[config.mk]
export PLATFORM = sky130hd
export DESIGN_NAME = pht_ctrl
export DESIGN_NICKNAME = d
export VERILOG_FILES = /design/src/rtl/pht_ctrl.sv
export SDC_FILE = /design/constraint.sdc
export NUM_CORES = 1
export LEC_CHECK = 0
export ABC_AREA = 1
export CAP_MARGIN = 10
export CORE_MARGIN = 4
export CORE_UTILIZATION = 45
export DETAILED_ROUTE_END_ITERATION = 10
export PLACE_DENSITY_LB_ADDON = 0.15
export SYNTH_ARGS = -nofsm -noshare
export SYNTH_HDL_FRONTEND = slang
export SYNTH_SLANG_ARGS = --single-unit
[constraint.sdc]
create_clock -name clk -period 1.9 [get_ports clk]
set_input_delay 0.38 -clock clk [delete_from_list [all_inputs] [get_ports clk]]
set_output_delay 0.38 -clock clk [all_outputs]
set_load 0.005 [all_outputs]
[src/rtl/pht_ctrl.sv]
// Controller for the 2-bit pattern-history-table SRAM. Port 0 serves prediction lookups.
// Port 1 runs the reset-time init sweep and the read-modify-write counter updates.
module pht_ctrl #(
    parameter int unsigned           ADDR_WIDTH = 4,
    parameter int unsigned           DATA_WIDTH = 2,
    parameter logic [DATA_WIDTH-1:0] INIT_VAL   = 2'b01
) (
    input  logic                  clk,
    input  logic                  rst,
    input  logic                  pred_valid,
    output logic                  pred_ready,
    input  logic [ADDR_WIDTH-1:0] pred_idx,
    output logic                  pred_rsp_valid,
    output logic [DATA_WIDTH-1:0] pred_ctr,
    output logic                  pred_taken,
    input  logic                  upd_valid,
    output logic                  upd_ready,
    input  logic [ADDR_WIDTH-1:0] upd_idx,
    input  logic                  upd_taken,
    output logic                  init_done,
    output logic                  csb0,
    output logic                  web0,
    output logic [ADDR_WIDTH-1:0] addr0,
    output logic [DATA_WIDTH-1:0] din0,
    input  logic [DATA_WIDTH-1:0] dout0,
    output logic                  csb1,
    output logic                  web1,
    output logic [ADDR_WIDTH-1:0] addr1,
    output logic [DATA_WIDTH-1:0] din1,
    input  logic [DATA_WIDTH-1:0] dout1
);

    localparam int unsigned           RAM_DEPTH = 1 << ADDR_WIDTH;
    localparam logic [ADDR_WIDTH-1:0] LAST_IDX  = ADDR_WIDTH'(RAM_DEPTH - 1);

    typedef enum logic [1:0] {S_INIT, S_IDLE, S_RD, S_WR} state_t;

    state_t                state_q;
    logic [ADDR_WIDTH-1:0] init_cnt_q;
    logic [ADDR_WIDTH-1:0] idx_q;
    logic                  tkn_q;
    logic                  fwd_valid_q;
    logic [ADDR_WIDTH-1:0] fwd_idx_q;
    logic [DATA_WIDTH-1:0] fwd_data_q;
    logic [ADDR_WIDTH-1:0] pidx_q;
    logic                  pred_rsp_valid_q;
    logic                  init_done_q;

    logic                  port1_en_s;
    logic                  pred_fire_s;
    logic                  fwd_hit_s;
    logic [DATA_WIDTH-1:0] wr_data_s;

    function automatic logic [DATA_WIDTH-1:0] sat(input logic [DATA_WIDTH-1:0] ctr,
                                                  input logic                  taken);
        logic [DATA_WIDTH-1:0] res;
        if (taken) begin
            res = (ctr == 2'b11) ? ctr : ctr + 2'b01;
        end else begin
            res = (ctr == 2'b00) ? ctr : ctr - 2'b01;
        end
        return res;
    endfunction

    // Handshakes, port 0 lookup and the prediction response mux.
    always_comb begin
        pred_ready     = ~rst & (state_q != S_INIT);
        upd_ready      = ~rst & ((state_q == S_IDLE) | (state_q == S_WR));
        pred_fire_s    = pred_valid & pred_ready;
        csb0           = ~pred_fire_s;
        web0           = 1'b1;
        addr0          = pred_idx;
        din0           = {DATA_WIDTH{1'b0}};
        wr_data_s      = sat(dout1, tkn_q);
        // A write latched on the acceptance edge is not yet in the array, so bypass it.
        fwd_hit_s      = fwd_valid_q & (fwd_idx_q == pidx_q);
        pred_rsp_valid = pred_rsp_valid_q;
        pred_ctr       = pred_rsp_valid_q ? (fwd_hit_s ? fwd_data_q : dout0) : {DATA_WIDTH{1'b0}};
        pred_taken     = pred_ctr[1];
        init_done      = init_done_q;
    end

    // Port 1 command decode from the update FSM state.
    always_comb begin
        port1_en_s = 1'b0;
        web1       = 1'b1;
        addr1      = idx_q;
        din1       = {DATA_WIDTH{1'b0}};
        case (state_q)
            S_INIT: begin
                port1_en_s = 1'b1;
                web1       = 1'b0;
                addr1      = init_cnt_q;
                din1       = INIT_VAL;
            end
            S_RD: begin
                port1_en_s = 1'b1;
            end
            S_WR: begin
                port1_en_s = 1'b1;
                web1       = 1'b0;
                din1       = wr_data_s;
            end
            default: begin
                port1_en_s = 1'b0;
            end
        endcase
        csb1 = rst | ~port1_en_s;
    end

    // Update FSM, init sweep, forwarding and prediction response registers.
    always_ff @(posedge clk) begin
        if (rst) begin
            state_q          <= S_INIT;
            init_cnt_q       <= {ADDR_WIDTH{1'b0}};
            idx_q            <= {ADDR_WIDTH{1'b0}};
            tkn_q            <= 1'b0;
            fwd_valid_q      <= 1'b0;
            fwd_idx_q        <= {ADDR_WIDTH{1'b0}};
            fwd_data_q       <= {DATA_WIDTH{1'b0}};
            pidx_q           <= {ADDR_WIDTH{1'b0}};
            pred_rsp_valid_q <= 1'b0;
            init_done_q      <= 1'b0;
        end else begin
            pred_rsp_valid_q <= pred_fire_s;
            if (pred_fire_s) begin
                pidx_q <= pred_idx;
            end
            fwd_valid_q <= 1'b0;
            case (state_q)
                S_INIT: begin
                    init_cnt_q <= init_cnt_q + {{(ADDR_WIDTH-1){1'b0}}, 1'b1};
                    if (init_cnt_q == LAST_IDX) begin
                        state_q     <= S_IDLE;
                        init_done_q <= 1'b1;
                    end
                end
                S_IDLE: begin
                    if (upd_valid) begin
                        idx_q   <= upd_idx;
                        tkn_q   <= upd_taken;
                        state_q <= S_RD;
                    end
                end
                S_RD: begin
                    state_q <= S_WR;
                end
                S_WR: begin
                    fwd_valid_q <= 1'b1;
                    fwd_idx_q   <= idx_q;
                    fwd_data_q  <= wr_data_s;
                    if (upd_valid) begin
                        idx_q   <= upd_idx;
                        tkn_q   <= upd_taken;
                        state_q <= S_RD;
                    end else begin
                        state_q <= S_IDLE;
                    end
                end
                default: begin
                    state_q <= S_INIT;
                end
            endcase
        end
    end

endmodule

==> results of run 1 <==
==> timing repair <==
item                       4_1_cts  5_1_grt
pin swaps                        2        7
resized for setup               37       25
gates cloned                     0        0
buffers inserted                 3        1
hold buffers                     0        0
setup endpoints to repair       14       11
==> kinds of logic after synthesis <==
group,Yosys count
flops,24
buf+inv,38
fa+ha+maj,6
other cells,2
compound gates,35
simple gates,81
==> metal layers <==
layer / wire length (µm) / share of wire / global-route usage
met4: 35 / 0.012 / 0.08669
met1: 1258 / 0.41 / 0.2026
met5: 0 / 0 / 0
met2: 1616 / 0.53 / 0.3323
met3: 131 / 0.043 / 0.02306
==> Yosys cell counts (all sizes together) <==
cell type | count | share of area
a21oi | 16 | 0.066
buf | 11 | 0.064
clkbuf | 1 | 0.0029
conb | 2 | 0.0059
dfxtp | 24 | 0.38
ha | 6 | 0.059
inv | 26 | 0.077
nand2 | 36 | 0.11
nand3 | 2 | 0.0079
nand4 | 2 | 0.0098
nor2 | 36 | 0.11
nor3 | 2 | 0.0079
nor3b | 1 | 0.015
nor4 | 1 | 0.0049
o21ai | 19 | 0.078
or2 | 1 | 0.0049
==> layout make-up <==
| type | instances | area, µm² |
|---|---|---|
| clock inverter | 1 | 30.03 |
| clock buffer | 3 | 22.52 |
| sequential | 24 | 493.0 |
| multi-input combinational | 125 | 665.6 |
| tap | 31 | 38.79 |
| fill | 259 | 918.4 |
| inverter | 26 | 100.1 |
| timing repair buffer | 54 | 465.4 |
==> path summary, 6_finish.rpt <==
check             cells past startpoint                      to               startpoint  slack (ns)
setup / recovery                      5                    csb1  state_q[1]$_SDFFE_PP0P_        0.06
hold / removal                        2  pidx_q[2]$_SDFFE_PP0P_   pidx_q[2]$_SDFFE_PP0P_        0.46
setup reg to reg                      8  pidx_q[3]$_SDFFE_PP0P_  state_q[0]$_SDFFE_PP0P_        0.43
hold reg to reg                       2  pidx_q[2]$_SDFFE_PP0P_   pidx_q[2]$_SDFFE_PP0P_        0.46
==> power by group <==
group	leakage (µW)	internal, µW	switching, µW
combinational	0.000598	253	250
sequential	0.000198	552	47.1
clock	0.0000279	213	156
total	0.000824	1020	453
==> through the flow <==
| step | area (µm²) | power (µW) | setup WS [ns] | hold WS, ns |
|---|---|---|---|---|
| floorplan | 1279 | 870.8 | 0.3444 | 0.4431 |
| global placement | 1698 | 1077 | -0.2400 | 0.4513 |
| detailed placement | 1698 | 1091 | -0.2592 | 0.4623 |
| CTS | 1802 | 1473 | -0.1928 | 0.4827 |
| global route | 1815 | 1568 | -0.05463 | 0.4820 |
| finish | 1815 | 1471 | 0.06365 | 0.4630 |
==> registers in the layout (all words and copies together) (netlist names) <==
| register | cells |
|---|---|
| tkn_q | 1 |
| init_cnt_q | 4 |
| idx_q | 4 |
| fwd_idx_q | 4 |
| init_done | 1 |
| state_q | 2 |
| fwd_valid_q | 1 |
| pidx_q | 4 |
| fwd_data_q | 2 |
| pred_rsp_valid | 1 |
==> tightest hold or removal path: stages, from the launching register on <==
cell and delay [ns]:
dfxtp_2 0.35, inv_2 0.04, a21oi_1 0.05
==> summary by stage, run 1 <==
Run status
The run finished with clean final reports.

Detailed routing
Once detail routing completed, the nets flagged for antenna violations numbered 0. For this run, design rule violations remaining after detail routing come to 0. After detailed routing, the average wire length per cell comes to 11.52 µm.

The number of design-rule violations left by the first detailed-router iteration is 32. The length of the first detailed-routing pass in iterations is 4. The overall routed net length is 3.040 mm. Across all layers, the routed design uses 1276 vias.

The number of vias per cell after detailed routing is 4.833.

Floorplan
The number of rows in the core area is 19. After floorplanning, the core was sized to cover 2734 µm². The overall die width is 61.23 µm. The floorplan step set the die height to 61.23 µm. For this design the top-level I/O count stands at 40.

The floorplan step defined a die boundary enclosing 3749 µm². The effective utilization at floorplan is 0.4664.

CTS
Buffers inserted during clock tree synthesis total 3. CTS built an H-tree with a depth of 1. The number of buffers on the longest clock path is 2. The number of sinks on the clock net is 24. The later pin in the worst-skew pair is clocked with a latency of 0.31 ns. Clock-pin slew was measured on the worst setup and hold paths at 0.14 ns. The clock tree from TritonCTS is yes. The clock root buffer master is clkbuf_4.

Timing
The number of slew-limit violations in the final report is 0. The number of hold violations in the final report came to 0. Clock skew on the completed layout was measured at 0.005466 ns. The worst path needs 1.836 ns of the cycle, external delays included. The fmax is 544.6 MHz. In the final timing run, aggregate negative setup slack is 0 ns. Setup repair after global routing could not meet its margin everywhere. Dividing the final minimum period by the clock period gives 0.9665. Setup violations remaining at the end of the flow were counted as 0.

Setup path
Grouping stages by cell kind, the critical path spends the most delay in flip-flops. On the worst path, the slowest cell contributes a delay of 0.39 ns. The critical path goes through inv_2, buf_6, ha_1, or2_2, buf_2. The required time of the critical path is 1.52 ns. STA classifies the critical path endpoint as an output port. The start-to-end type of the worst setup path is reg -> out. Together, buffers and inverters on the worst path number 3. In this run the worst path has a maximum fanout of 5. Data arrives at the worst endpoint at 1.46 ns. Among all stages on the critical path, the largest delay is contributed by dfxtp_4.

The startpoint class of the critical path is a register.

Pwr
Power spread over the standard cell area amounts to 810.5 nW/µm². The leakage power is 0.0008238 µW. The peak supply drop is 0.6876 mV.

Place
The HPWL reported at the end of detailed placement is 2.312 mm. The congestion estimate from routability-driven global placement came to 0.9093. Once placement completed, the tool counted placed cells totaling 256. The count of buffers inserted at the top-level ports is 36.

Global routing
The number of global-route vias before repair is 1284. Entering global routing, the biggest net connects 15 pins. The leftover overflow at the end of global routing is 0.

For this run, the total global-route usage over all layers was measured as 0.1804. The initial antenna violation count is 0. The global-route wire length before repair is 5.112 mm.

Logic synthesis
After synthesis, the largest family of logic cells by area is simple AND/OR/NAND/NOR gates. The average size of a mapped cell is 6.855 µm². The number of instances in the synthesized netlist is 186.

After synthesis, the share of cell area in mux cells is 0. The netlist uses 23 different library cells. Counting flops and latches in the post-synthesis netlist gives 24. Of the total synthesized cell area, the portion taken by AND, OR, NAND and NOR gates is 0.2718. The synthesized-area fraction occupied by adder cells is 0.05888. The synthesized-area fraction occupied by ao, oa, aoi and oai cells is 0.1433. The cell area that synthesis handed to floorplanning was 1275 µm².

The xor and xnor fraction of the mapped netlist area is 0. The share of the yosys chip area belonging to registers is 0.3768. The count of yosys warnings during synthesis is 0.

Final layout
The most common cell after layout, fill and taps aside is nand2_1. The repair_antennas step left the layout with diodes totalling 0. The share of layout cells above drive strength 1 is 0.2532.

For this run, the share of the core covered by cells in the final layout is 0.6641. For this run, the post-layout net count is 257. The synthesis-to-layout area growth is 42.39%. Leaving out filler cells and counting taps, the final layout contains 264. Leaving out fill and tap cells, the most frequent cells in the layout are 35 x nand2_1, 28 x nor2_1, 21 x clkdlybuf4s50_1.

Run
Max-cap violations in this run came to 0.

Worst hold path
The worst hold-check path type is reg -> reg.
Note: power is estimated with default switching activity, not from simulation.
==> run 2: changes to the inputs <==
Settings changed: ABC_AREA 1 to default.
==> run 2 against run 1 <==
Compared with the run above:
- the run now ends with negative setup slack left
- routed wire length fell by 8.4%
- sequential share of layout area shrank 1.1 points
- final cell count down 16%
- critical path depth increased by 1
- worst hold slack better by 0.030 ns
- via count decreased by 15%
- register-to-register slack improved by 0.02 ns
- highest routed layer unchanged
- synthesized cell count fell by 25%
- core utilization up 6.7 points
- largest power group unchanged
- combinational power fell by 44%
- count of clock-buffer cells in the layout stayed put
- total power down 19%
==> summary by stage, run 2 <==
Setup path
The maximum fanout along the worst path is 2 (was 5). The number of cell instances on the worst register-to-register path came to 7 (was 8). The start-to-end type of the worst setup path was reg -> out (unchanged).

The startpoint class of the critical path is a register (unchanged). The endpoint type of the worst setup path is an output port (unchanged). The endpoint of the most critical register-to-register path is state_q[1]$_SDFFE_PP0P_ (was pidx_q[3]$_SDFFE_PP0P_). The register-to-register setup slack is 0.45 ns (was 0.43 ns). The start of the worst register-to-register path is state_q[0]$_SDFFE_PP0P_ (unchanged). The required time of the critical path came to 1.52 ns (about the same).

The data arrival time at the worst-slack endpoint came to 1.69 ns (was 1.46 ns).

Final layout
The share of layout cells above drive strength 1 is 0.3125 (was 0.2532). The number of diodes added for antenna fixing is 0 (unchanged). Top library cells by usage in the layout, fill and taps aside: 21 x dfxtp_1, 20 x clkdlybuf4s50_1, 19 x nor2_1, 19 x buf_4, 13 x nand2_1 (was 35 x nand2_1, 28 x nor2_1, 21 x clkdlybuf4s50_1). The final net count was 216 (was 257).

The count of placed standard cells in the final layout, fillers left out is 222 (was 264). The number of filler cells placed in the layout is 197 (was 259). The post-route core utilization came to 0.7316 (was 0.6641). The synthesis-to-layout area growth is 51.22% (was 42.39%). The most common cell after layout, fill and taps aside is dfxtp_1 (was nand2_1).

Timing
The final cycle utilization of the critical path is 1.087 (was 0.9665). The fmax was 484.2 MHz (was 544.6 MHz). The setup violation total in the final timing report is 3 (was 0).

The worst-case setup margin in the final layout is -0.1653 ns (was 0.06365 ns). The clock period minus worst slack is 2.065 ns (was 1.836 ns). The tightest hold margin is 0.4931 ns (was 0.4630 ns). The number of hold violations in the final report is 0 (unchanged). The worst clock skew was 0.0009140 ns (was 0.005466 ns).

Setup repair after global routing missed its margin: yes (unchanged). The number of slew-limit violations in the final report is 0 (unchanged). The aggregate negative setup slack is -0.4222 ns (was 0 ns).

Detailed routing
The overall routed net length is 2.785 mm (was 3.040 mm). The count of antenna-violating nets left after detailed routing is 0 (unchanged). The total number of vias is 1087 (was 1276).

The number of DRC violations after detailed routing was 0 (unchanged). The length of the first detailed-routing pass in iterations is 4 (unchanged). The number of vias per cell after detailed routing came to 4.896 (was 4.833). The wire length per cell is 12.55 µm (was 11.52 µm). The number of design-rule violations left by the first detailed-router iteration is 27 (was 32).

Logic synthesis
The synthesized-area fraction occupied by adder cells is 0.06098 (was 0.05888). The count of yosys warnings during synthesis was 0 (unchanged). The mapped cell area is 1231 µm² (was 1275 µm²). Top cells by instance count after synthesis: 24 x dfxtp_1, 21 x nor2_1, 13 x nand2_1, 12 x mux2i_1, 10 x buf_4 (was 35 x nand2_1, 34 x nor2_1, 24 x dfxtp_1, 24 x inv_1, 18 x o21ai_0). The number of instances in the synthesized netlist came to 140 (was 186). Synth area leaders: dfxtp_1 39%, mux2i_1 9.8%, nor2_1 6.4% (was dfxtp_1 38%, nand2_1 10%, nor2_1 10%).

The share of async-settable or async-resettable flops after synthesis came to 0 (unchanged). The post-synthesis register bit count is 24 (unchanged). The simple-gate area share of the yosys netlist was 0.1738 (was 0.2718).

The xor and xnor fraction of the mapped netlist area came to 0.04980 (was 0). The dominant combinational cell family by area after synthesis is simple AND/OR/NAND/NOR gates (unchanged). The share of synthesized area spent on multiplexers is 0.1341 (was 0). The average size of a mapped cell is 8.794 µm² (was 6.855 µm²). The dominant cell by count in the synthesized netlist is dfxtp_1 (was nand2_1). The synthesized-area fraction occupied by ao, oa, aoi and oai cells came to 0.09350 (was 0.1433). The share of the yosys chip area belonging to registers is 0.3902 (was 0.3768). The count of distinct cell types in the synthesized netlist is 30 (was 23). The share of Yosys cell area claimed by the top area cell type is 0.3902 (was 0.3768).

The number of enable flip-flop cells after synthesis is 0 (unchanged). The post-synthesis cell type with the largest combined area is dfxtp_1 (unchanged). The main flop type after synthesis is dfxtp_1 (unchanged).

Global routing
The global-route total usage across every layer is 0.1652 (was 0.1804). The initial antenna violation count was 0 (unchanged). The number of global-route vias before repair is 1065 (was 1284).

The global-route wire length before repair is 4.581 mm (was 5.112 mm). The leftover overflow at the end of global routing is 0 (unchanged). The pin count of the biggest net entering global routing came to 15 (unchanged).

Floorplan
The overall die height is 60.31 µm (was 61.23 µm). The core region area is 2545 µm² (was 2734 µm²). The number of rows in the core area is 18 (was 19). The number of top-level design ports is 40 (unchanged). The effective utilization at floorplan is 0.4838 (was 0.4664). The overall die width is 60.31 µm (was 61.23 µm). The floorplan die area is 3637 µm² (was 3749 µm²).

Place
The HPWL reported at the end of detailed placement was 2.039 mm (was 2.312 mm). The routability congestion estimate from global placement was 0.7887 (was 0.9093). The count of buffers inserted at the top-level ports is 36 (unchanged). The cell count after placement is 213 (was 256).

Worst hold path
The hold path startpoint is idx_q[3]$_SDFFE_PP0P_ (was pidx_q[2]$_SDFFE_PP0P_). The worst hold-check path type is reg -> reg (unchanged). The worst hold path endpoint is idx_q[3]$_SDFFE_PP0P_ (was pidx_q[2]$_SDFFE_PP0P_).

The cell count of the worst hold path came to 2 (unchanged).

CTS
The number of buffers on the longest clock path is 2 (unchanged). The clock tree from TritonCTS is yes (unchanged). The number of buffers created by CTS was 3 (unchanged). The number of hold buffers added after cts is 0 (unchanged). The CTS H-tree depth is 1 (unchanged).

The clock insertion delay at the later pin of the skew report is 0.31 ns (about the same). The clock root buffer master is clkbuf_4 (unchanged). The clock transition time at the flip-flop clock pins of the worst setup and hold paths is 0.13 ns (was 0.14 ns). The number of sinks on the clock net is 24 (unchanged).

Run status
Status: finished, violations left (was finished, final reports clean). The final reports fail on negative setup slack.

Pwr
The leakage power is 0.0008044 µW (was 0.0008238 µW). The power density over the cells is 640.9 nW/µm² (was 810.5 nW/µm²). The peak supply drop is 0.6181 mV (was 0.6876 mV).

Run
The max-cap check violation count was 0 (unchanged).
run 2: changes by cell type after synthesis, moves of 3 or more:
cell | previous run | this run
xor2_1 | 0 | 5
mux2_2 | 0 | 4
nand2_1 | 35 | 13
mux2i_1 | 0 | 12
inv_1 | 24 | 3
nor2_1 | 34 | 21
o21ai_0 | 18 | 2
nand3_1 | 2 | 6
a21oi_1 | 15 | 8
nor2b_1 | 0 | 3
run 2: cell type report:
type | instances | area (µm²) | area share
Multi-Input combinational cell | 98 | 704.4 | 0.3784
Inverter | 3 | 11.26 | 0.006048
Clock inverter | 1 | 30.03 | 0.01613
Sequential cell | 24 | 484.2 | 0.2601
Tap cell | 30 | 37.54 | 0.02016
Timing Repair Buffer | 63 | 571.8 | 0.3071
Clock buffer | 3 | 22.52 | 0.01210
run 2: cell families (layout without fill, tap and decap cells):
logic type	count (synthesis)	count (layout)
and+or+nand+nor	48	48
DFF	24	24
buffers and inverters	19	70
AOI/OAI and AO/OA	18	18
muxes	16	16
xor gates and xnor gates	7	7
adders and majority gates	6	6
other	2	3
run 2: stage by stage:
| step | setup slack, ns | power, µW | instance area, µm² |
|---|---|---|---|
| finish | -0.1653 | 1193 | 1862 |
| global route | -0.3062 | 1262 | 1862 |
| CTS | -0.1852 | 1183 | 1808 |
| detailed placement | -0.3234 | 804.4 | 1697 |
| global placement | -0.2714 | 801.7 | 1697 |
| floorplan | 0.1798 | 681.7 | 1235 |
run 2: layer usage:
layer	global-route usage	vias to the layer above	routed length, µm
met4	0.05696	0	15
met1	0.1969	498	1238
li1	-	563	-
met5	0	-	0
met2	0.2963	24	1387
met3	0.02808	2	143
run 2: worst max-delay path by stage:
stage                            startpoint     endpoint  slack, ns  cells past startpoint
floorplan           state_q[0]$_SDFFE_PP0P_     addr1[0]       0.18                      5
finish               pidx_q[1]$_SDFFE_PP0P_  pred_ctr[1]      -0.17                      6
CTS                  pidx_q[1]$_SDFFE_PP0P_  pred_ctr[1]      -0.19                      6
global route         pidx_q[1]$_SDFFE_PP0P_  pred_ctr[1]      -0.31                      6
detailed placement                 dout1[1]      din1[0]      -0.32                      6
global placement                   dout1[1]      din1[0]      -0.27                      6
run 2: report_power, final:
group	internal, µW	leakage, µW	switching [µW]
clock network	213	0.0000279	153
registers	524	0.000195	20.6
logic	171	0.000581	112
total	908	0.000804	285
run 2: worst max-delay path, cell delays in order, from the launching register on:
cell	delay [ns]
dfxtp_2	0.35
xor2_1	0.17
nor4_2	0.26
buf_4	0.16
buf_6	0.09
mux2i_2	0.20
buf_2	0.15
run 2: what timing repair did:
| action | in CTS | in global routing |
|---|---|---|
| buffers inserted | 5 | 0 |
| pin swaps | 3 | 4 |
| endpoints found under the setup margin | 14 | 12 |
| resized for setup | 51 | 22 |
==> run 3: changes to the inputs <==
Settings changed: DONT_BUFFER_PORTS from default to 1, RECOVER_POWER from default to 100.
==> run 3 against run 2 <==
Compared with the run above:
- the flow still finishes with violations (negative setup slack)
- via count is 17% lower
- register-to-register slack worse by 0.29 ns
- worst hold slack lost 0.37 ns
- count of clock-buffer cells in the layout is the same
==> summary by stage, run 3 (synthesis gave the netlist of run 2 again) <==
Run status
Status: finished, violations left (unchanged). Violations in the final reports: negative setup slack (unchanged).

Setup path
The number of cell instances on the worst register-to-register path was 7 (unchanged). The register-to-register setup slack came to 0.16 ns (was 0.45 ns). The data arrival time at the worst-slack endpoint is 1.52 ns (was 1.69 ns).

The endpoint type of the worst setup path is an output port (unchanged). The required time of the critical path was 1.52 ns (about the same). The start-to-end type of the worst setup path is reg -> out (unchanged). The start of the worst register-to-register path was state_q[1]$_SDFFE_PP0P_ (was state_q[0]$_SDFFE_PP0P_). The startpoint class of the critical path is a register (unchanged).

The maximum fanout along the worst path came to 2 (unchanged). The endpoint of the most critical register-to-register path is pidx_q[2]$_SDFFE_PP0P_ (was state_q[1]$_SDFFE_PP0P_).

Place
The HPWL reported at the end of detailed placement was 1.759 mm (was 2.039 mm). The routability congestion estimate from global placement is 0.7558 (was 0.7887). The cell count after placement is 160 (was 213). The count of buffers inserted at the top-level ports is 0 (was 36).

The placed instance area was 1209 µm² (was 1697 µm²).

Final layout
The number of filler cells placed in the layout is 244 (was 197). The final net count is 162 (was 216). The count of placed standard cells in the final layout, fillers left out is 167 (was 222). The number of diodes added for antenna fixing is 0 (unchanged). Top library cells by usage in the layout, fill and taps aside: 21 x nor2_1, 18 x dfxtp_1, 13 x nand2_1 (was 21 x dfxtp_1, 20 x clkdlybuf4s50_1, 19 x nor2_1, 19 x buf_4, 13 x nand2_1). The most common cell after layout, fill and taps aside is nor2_1 (was dfxtp_1).

The synthesis-to-layout area growth is 5.284% (was 51.22%). The final non-filler cell area is 1296 µm² (was 1862 µm²). The share of layout cells above drive strength 1 is 0.1825 (was 0.3125).

Timing
The number of slew-limit violations in the final report is 0 (unchanged). The clock period minus worst slack came to 1.902 ns (was 2.065 ns). The final cycle utilization of the critical path is 1.001 (was 1.087).

The fmax is 525.7 MHz (was 484.2 MHz). The worst-case setup margin in the final layout is -0.002159 ns (was -0.1653 ns). The setup violation total in the final timing report is 2 (was 3). The number of hold violations in the final report is 0 (unchanged). Setup repair after global routing missed its margin: yes (unchanged).

The worst clock skew is 0.002247 ns (was 0.0009140 ns).

Detailed routing
The number of DRC violations after detailed routing came to 0 (unchanged). The number of vias per cell after detailed routing is 5.407 (was 4.896). The length of the first detailed-routing pass in iterations is 4 (unchanged). The number of design-rule violations left by the first detailed-router iteration is 26 (was 27). The total number of vias came to 903 (was 1087).

The count of antenna-violating nets left after detailed routing came to 0 (unchanged). The wire length per cell came to 14.14 µm (was 12.55 µm). The overall routed net length is 2.362 mm (was 2.785 mm).

CTS
The clock tree from TritonCTS was yes (unchanged). The number of buffers on the longest clock path is 2 (unchanged). The CTS H-tree depth came to 1 (unchanged). The clock root buffer master was clkbuf_4 (unchanged).

The clock transition time at the flip-flop clock pins of the worst setup and hold paths is 0.12 ns (was 0.13 ns). The number of buffers created by CTS is 3 (unchanged). The number of hold buffers added after cts is 0 (unchanged). The clock insertion delay at the later pin of the skew report came to 0.30 ns (was 0.31 ns).

The number of sinks on the clock net is 24 (unchanged).

Floorplan
The number of top-level design ports is 40 (unchanged). The core region area is 2545 µm² (unchanged). The number of rows in the core area came to 18 (unchanged). The overall die height came to 60.31 µm (unchanged). The effective utilization at floorplan came to 0.4838 (unchanged).

The overall die width is 60.31 µm (unchanged). The floorplan die area was 3637 µm² (unchanged).

Pwr
The power density over the cells was 694.0 nW/µm² (was 640.9 nW/µm²). The leakage power came to 0.0004680 µW (was 0.0008044 µW). The peak supply drop is 0.6188 mV (was 0.6181 mV).

Run
The max-cap check violation count is 0 (unchanged).

Worst hold path
The cell count of the worst hold path is 1 (was 2). The worst hold path endpoint is idx_q[0]$_SDFFE_PP0P_ (was idx_q[3]$_SDFFE_PP0P_). The hold path startpoint is rst (was idx_q[3]$_SDFFE_PP0P_). The worst hold-check path type is in -> reg (was reg -> reg).

Global routing
The pin count of the biggest net entering global routing is 27 (was 15). The initial antenna violation count was 0 (unchanged). The global-route wire length before repair is 3.801 mm (was 4.581 mm). The number of global-route vias before repair came to 857 (was 1065). The leftover overflow at the end of global routing is 0 (unchanged). The global-route total usage across every layer was 0.1377 (was 0.1652).
-- run 3: cell types whose count changed in the layout (fill, tap and decap cells not counted), moves of 4 or more --
cell,change
clkdlybuf4s15_1,-4
clkdlybuf4s50_1,-20
buf_2,-4
buf_6,-10
buf_4,-17
clkbuf_1,+4
-- run 3: area by class of cell --
class	instances	area, µm²	area share
Tap cell	30	37.54	0.02896
Clock buffer	3	22.52	0.01737
Sequential cell	24	488.0	0.3764
Timing Repair Buffer	9	52.55	0.04054
Inverter	3	11.26	0.008687
Multi-Input combinational cell	98	684.4	0.5280
-- run 3: worst max-delay path: stages, from the launching register on --
cell     delay [ns]
dfxtp_2        0.36
xor2_2         0.18
nor4_4         0.36
mux2i_2        0.32
-- run 3: per-layer routing --
metal / global-route usage / wire, µm / part of all wire / vias to the layer above
met5: 0 / 0 / 0 / -
met4: 0.03797 / 13 / 0.0055 / 0
met3: 0.06048 / 212 / 0.090 / 2
met2: 0.2269 / 1113 / 0.47 / 33
met1: 0.1628 / 1022 / 0.43 / 416
li1: - / - / - / 452
-- run 3: through the flow --
step                      setup TNS [ns]  power, µW  utilization  setup slack [ns]  hold slack [ns]
after floorplan                        0      681.7            -            0.1798           0.4465
after CTS                        -0.1801      906.9       0.4975          -0.07602           0.1156
after global routing             -0.2259      953.9       0.5093          -0.07922          0.08646
after global placement                 0      684.3       0.4749            0.1772           0.4518
final                          -0.004316      899.5       0.5093         -0.002159           0.1251
after detailed placement               0      690.0       0.4749            0.1209           0.4542
-- run 3: what timing repair did --
action,CTS,global route
buffers inserted,1,3
resized for setup,6,8
setup endpoints to repair,10,11
endpoints found under the hold margin,0,0
pin swaps,3,4
-- run 3: worst max path at each step --
stage,start,end,cells after the start
finish,fwd_idx_q[1]$_SDFFE_PP0P_,pred_ctr[1],3
global route,fwd_idx_q[1]$_SDFFE_PP0P_,pred_ctr[1],3
CTS,fwd_idx_q[3]$_SDFFE_PP0P_,pred_ctr[1],4
detailed placement,state_q[1]$_SDFFE_PP0P_,addr1[2],3
global placement,state_q[1]$_SDFFE_PP0P_,addr1[2],3
floorplan,state_q[0]$_SDFFE_PP0P_,addr1[0],5
-- run 3: report_power, final --
part           internal, µW  switching, µW  leakage [µW]
registers               524           20.4      0.000197
logic                  70.4           74.1      0.000257
clock network          74.1            137     0.0000138
